$ cat src/rtl/morse_key_sequencer.sv
// morse_key_sequencer: turns a Morse key into letter symbol patterns and word spaces
// Ports: clk, rst (sync, active-low), tick (timebase enable), key_in (async key),
//        count_reset_sig (decoder ack) -> count (symbols), data_out (dot=0/dash=1),
//        send_data (letter/space valid until ack), busy (not IDLE).
// Optional: define MORSE_DEBOUNCE_EN to require 2 stable ticks before key_s changes.
module morse_key_sequencer #(
   parameter int DOT_MAX    = 3,
   parameter int LETTER_GAP = 3,
   parameter int WORD_GAP   = 7
) (
   input  logic       clk,
   input  logic       rst,
   input  logic       tick,
   input  logic       key_in,
   input  logic       count_reset_sig,
   output logic [3:0] count,
   output logic [3:0] data_out,
   output logic       send_data,
   output logic       busy
);
   typedef enum logic [2:0] {IDLE, MARK, GAP, SEND, WORD_WAIT, SEND_WORD} state_t;
   localparam logic [7:0] DOT_T = 8'(DOT_MAX);
   localparam logic [7:0] LG_T  = 8'(LETTER_GAP);
   localparam logic [7:0] WG_T  = 8'(WORD_GAP - LETTER_GAP);
   state_t     state_q, state_d;
   logic [7:0] tcnt_q, tcnt_d, tcnt_inc;
   logic [3:0] count_q, count_d, data_q, data_d;
   logic       send_q, send_d, busy_q, busy_d;
   logic       sync1_q, sync2_q, key_s;
`ifdef MORSE_DEBOUNCE_EN
   logic key_db_q, key_db_d, db_cnt_q, db_cnt_d;
   // a differing level must be seen on two consecutive ticks before it is accepted
   always_comb begin
      key_db_d = key_db_q;
      db_cnt_d = db_cnt_q;
      if (sync2_q == key_db_q) db_cnt_d = 1'b0;
      else if (tick) begin
         key_db_d = db_cnt_q ? sync2_q : key_db_q;
         db_cnt_d = ~db_cnt_q;
      end
   end
   always_ff @(posedge clk) begin
      if (!rst) begin
         key_db_q <= 1'b0;
         db_cnt_q <= 1'b0;
      end else begin
         key_db_q <= key_db_d;
         db_cnt_q <= db_cnt_d;
      end
   end
   assign key_s = key_db_q;
`else
   assign key_s = sync2_q;
`endif
   assign tcnt_inc = (tcnt_q == 8'hff) ? tcnt_q : tcnt_q + 8'd1;
   // key edges are checked before tick so an edge always clears tcnt
   always_comb begin
      state_d = state_q;
      tcnt_d  = tcnt_q;
      count_d = count_q;
      data_d  = data_q;
      send_d  = send_q;
      case (state_q)
         IDLE: if (key_s) begin
            state_d = MARK;
            tcnt_d  = 8'd0;
         end
         MARK: if (!key_s) begin
            tcnt_d = 8'd0;
            if (tcnt_q == 8'd0) state_d = (count_q == 4'd0) ? IDLE : GAP;
            else begin
               state_d = GAP;
               // past four symbols the pattern freezes and count parks at 5
               if (count_q < 4'd4) begin
                  data_d  = {data_q[2:0], tcnt_q > DOT_T};
                  count_d = count_q + 4'd1;
               end else count_d = 4'd5;
            end
         end else if (tick) tcnt_d = tcnt_inc;
         GAP: if (key_s) begin
            state_d = MARK;
            tcnt_d  = 8'd0;
         end else if (tick) begin
            tcnt_d = tcnt_inc;
            if (tcnt_inc >= LG_T) begin
               state_d = SEND;
               send_d  = 1'b1;
               tcnt_d  = 8'd0;
            end
         end
         SEND: if (count_reset_sig) begin
            state_d = WORD_WAIT;
            tcnt_d  = 8'd0;
            send_d  = 1'b0;
            count_d = 4'd0;
            data_d  = 4'd0;
         end
         WORD_WAIT: if (key_s) begin
            state_d = MARK;
            tcnt_d  = 8'd0;
         end else if (tick) begin
            tcnt_d = tcnt_inc;
            if (tcnt_inc >= WG_T) begin
               state_d = SEND_WORD;
               tcnt_d  = 8'd0;
               send_d  = 1'b1;
               count_d = 4'd4;
               data_d  = 4'b1111;
            end
         end
         SEND_WORD: if (count_reset_sig) begin
            state_d = IDLE;
            send_d  = 1'b0;
            count_d = 4'd0;
            data_d  = 4'd0;
         end
         default: state_d = IDLE;
      endcase
      busy_d = state_d != IDLE;
   end
   always_ff @(posedge clk) begin
      if (!rst) begin
         sync1_q <= 1'b0;
         sync2_q <= 1'b0;
         state_q <= IDLE;
         tcnt_q  <= 8'd0;
         count_q <= 4'd0;
         data_q  <= 4'd0;
         send_q  <= 1'b0;
         busy_q  <= 1'b0;
      end else begin
         sync1_q <= key_in;
         sync2_q <= sync1_q;
         state_q <= state_d;
         tcnt_q  <= tcnt_d;
         count_q <= count_d;
         data_q  <= data_d;
         send_q  <= send_d;
         busy_q  <= busy_d;
      end
   end
   assign count     = count_q;
   assign data_out  = data_q;
   assign send_data = send_q;
   assign busy      = busy_q;
endmodule

$ cat config.mk
export PLATFORM = sky130hd
export DESIGN_NAME = morse_key_sequencer
export DESIGN_NICKNAME = d
export VERILOG_FILES = /design/src/rtl/morse_key_sequencer.sv
export SDC_FILE = /design/constraint.sdc
export NUM_CORES = 1
export LEC_CHECK = 0
export CAP_MARGIN = 20
export CORE_MARGIN = 5
export CORE_UTILIZATION = 50
export DETAILED_ROUTE_END_ITERATION = 12
export PLACE_DENSITY = 0.71
export SLEW_MARGIN = 40
export SYNTH_ARGS = -nofsm -noshare
export SYNTH_HDL_FRONTEND = slang
export SYNTH_SLANG_ARGS = --single-unit
$ cat constraint.sdc
create_clock -name clk -period 4.1 [get_ports clk]
set_input_delay 1.025 -clock clk [delete_from_list [all_inputs] [get_ports clk]]
set_output_delay 1.025 -clock clk [all_outputs]
set_load 0.03 [all_outputs]
==> out/metrics.yaml <==
critPathMaxFanout: 13
place_ws_ns: 1.02
total_power_uw: 358
filler_cell_count: 305
fin_crit_ns: 2.79
cp-start-kind: "primary input"
pwr-share-comb_pct: 6.5
maxSlewHeadroom_pct: 51.6
synthesis.area_per_instance_um2: 7.90
cts_post_setup_buffers_inserted: 0
synth_top_area_cell: "sky130_fd_sc_hd__dfxtp_1"
number_of_gates_resized_after_cts: 0
timing.critical_path.arrival_ns: 3.03
grt_pass1_wl_um: 6550
drt_pre_antenna_iters: 5
layout-drive-gt1-share_pct: 6.73
final_util_pct: 57.3
routed_wl_um: 3790
io-pin-count: 15
seq_power_share_pct: 63.5
setup-tns-final_ns: 0
via_count: 1507
yosys_register_bits: 23
timing_worst_slew_pin_value_ns: 0.726
vias_per_cell: 5.98
final_hold_viol_count: 0
tritoncts_clock_tree: "done"
grt_pass1_vias: 1432
number_of_antenna_violations_at_the_first_check_in_global_routing: 0
routed_wire_length_per_instance_um: 15.0
power.density_cell_area_nw_per_um2: 203
vdd_ir_drop_max_v: 0.000154
postSynth.asyncResetShare_pct: 0
path_clk_slew_ns: 0.12
p_int_uw: 272
setup_ws_ns: 1.31
yosys_synthesis_warning_count: 0
clock_tree.htree_level_count: 1
seqCellArea_um2: 460
run_status: "complete, no violations"
instance_count_of_the_mapped_netlist: 204
port_buffers: 14
area_occupied_by_multi_input_gates_um2: 1030
postRouteAntennaNets: 0
cts.sink_count: 23
most_instantiated_library_cell_after_synthesis: "sky130_fd_sc_hd__dfxtp_1"
worstSkewPairLatency_ns: 0.32
period_share_pct: 68.0
detailed_placer_s_ending_hpwl_um: 2780
diodes: 0
drcViolationCount: 0
core.rowCount: 20
synth-seq-area-share_pct: 28.6
synthesis.nets: 213
rsz0062_at_grt: "no"
synth_edf_count: 0
clock_tree.buffer_depth: 2
overflow: 0
cts_hold_buf: 0
skew_ns: 0.00238
area_delta_synth_final_pct: 9.39
finalNetCount: 218
numCtsBuffers: 3
maximum_number_of_pins_on_one_net_before_global_route_repair: 24
synth_common_cells: "sky130_fd_sc_hd__dfxtp_1, sky130_fd_sc_hd__a21oi_1, sky130_fd_sc_hd__o21ai_0"
design.die.area_um2: 4460
final_max_slew_viol_count: 0
worstHoldPathType: "reg -> reg"
setup-violations-final: 0
grt_total_usage_pct: 18.8
end_kind: "register"
drtIter0Drc: 99
chipWidth_um: 66.8
required_ns: 4.34
gpl.final_weighted_congestion: 0.838
drv.max_cap_violation_count: 0
power.clock.fraction_pct: 30.0
p_sw_uw: 86.2
cts.root.buffer_cell: "sky130_fd_sc_hd__clkbuf_4"
initial_utilization_pct: 52.4
post_synth_num_cell_types: 53
synthesis.area_um2: 1610
total_leakage_power_uw: 0.000646
path_class: "in -> reg"
power.switching_fraction_pct: 24.1
postSynth.topFlopCell: "sky130_fd_sc_hd__dfxtp_1"
die_height_um: 66.8
fp.coreArea_um2: 3080
ys_top_cells_by_area: "sky130_fd_sc_hd__dfxtp_1, sky130_fd_sc_hd__a21oi_1, sky130_fd_sc_hd__o21ai_0, sky130_fd_sc_hd__nand3_1, sky130_fd_sc_hd__a31oi_1"
max_freq_mhz: 359
netlist.area_leader.share_pct: 28.6
[per-layer routing]
metal	routed length (um)	vias to the layer above	track usage, %
li1	-	768	-
met1	1720	689	24.6
met2	1820	44	31.6
met5	0	-	0
met4	67	0	6.60
met3	187	6	2.19
[final cells by class]
cell class | instances | share of cell area (%)
multi-input combinational | 154 | 58.6
inverter | 13 | 2.77
tap | 44 | 3.12
sequential | 23 | 26.1
clock buffer | 4 | 1.49
timing repair buffer | 14 | 7.95
[path summary, 6_finish.rpt]
kind | cells past startpoint | end | slack (ns) | from
worst max register to register | 5 | tcnt_q[7] | 1.80 | state_q[0]
worst min register to register | 2 | data_out[3] | 0.46 | data_out[3]
worst min-delay path | 2 | data_out[3] | 0.46 | data_out[3]
worst max-delay path | 6 | tcnt_q[7] | 1.31 | tick
[layout by cell type, fill, tap and decap left out, types with 6 or more instances in the layout]
cell                               n
sky130_fd_sc_hd__clkdlybuf4s50_1  14
sky130_fd_sc_hd__dfxtp_1          23
sky130_fd_sc_hd__inv_1            12
sky130_fd_sc_hd__a31oi_1           8
sky130_fd_sc_hd__nand4_1           7
sky130_fd_sc_hd__nand2_1          11
sky130_fd_sc_hd__a21oi_1          13
sky130_fd_sc_hd__o21ai_0          13
sky130_fd_sc_hd__nand3_1          11
sky130_fd_sc_hd__and2_1            6
sky130_fd_sc_hd__nor2_1           10
[kinds of logic (layout without fill, tap and decap cells)]
logic type                 after synthesis  after routing  synth area share [%]
AOI/OAI and AO/OA                       71             71                  30.2
buffers and inverters                   27             31                  7.37
adders and majority gates                4              4                  3.11
xor gates and xnor gates                 4              4                  2.17
muxes                                    4              4                  2.79
and+or+nand+nor                         71             71                  25.8
DFF                                     23             23                  28.6
[registers in the layout, summed over array words and instances, names as in the netlist]
register,flops
send_data,1
data_out,4
tcnt_q,8
key_s,1
busy,1
sync1_q,1
state_q,3
count,4
[critical path, stage by stage]
cell                              delay [ns]
sky130_fd_sc_hd__clkdlybuf4s50_1        0.62
sky130_fd_sc_hd__o21ai_0                0.13
sky130_fd_sc_hd__a21oi_1                0.37
sky130_fd_sc_hd__and2_1                 0.44
sky130_fd_sc_hd__a41oi_1                0.18
sky130_fd_sc_hd__a311oi_1               0.25
[per-stage QoR]
step / cell area (um^2) / cells / hold WS [ns]
after floorplan: 1610 / 204 / 0.412
after global placement: 1740 / 248 / 0.432
after detailed placement: 1740 / 248 / 0.427
after CTS: 1760 / 252 / 0.460
after global routing: 1760 / 252 / 0.481
final: 1760 / 252 / 0.456
[power groups by stage]
stage          Combinational (uW)  Sequential (uW)  Clock [uW]
2_1_floorplan                17.5              231           0
6_report                     23.2              228         107
5_1_grt                      25.6              228         120
3_5_place_dp                 23.0              233           0
4_1_cts                      23.1              228         109
3_3_place_gp                 22.6              233           0
(Power assumes the default switching activity.)
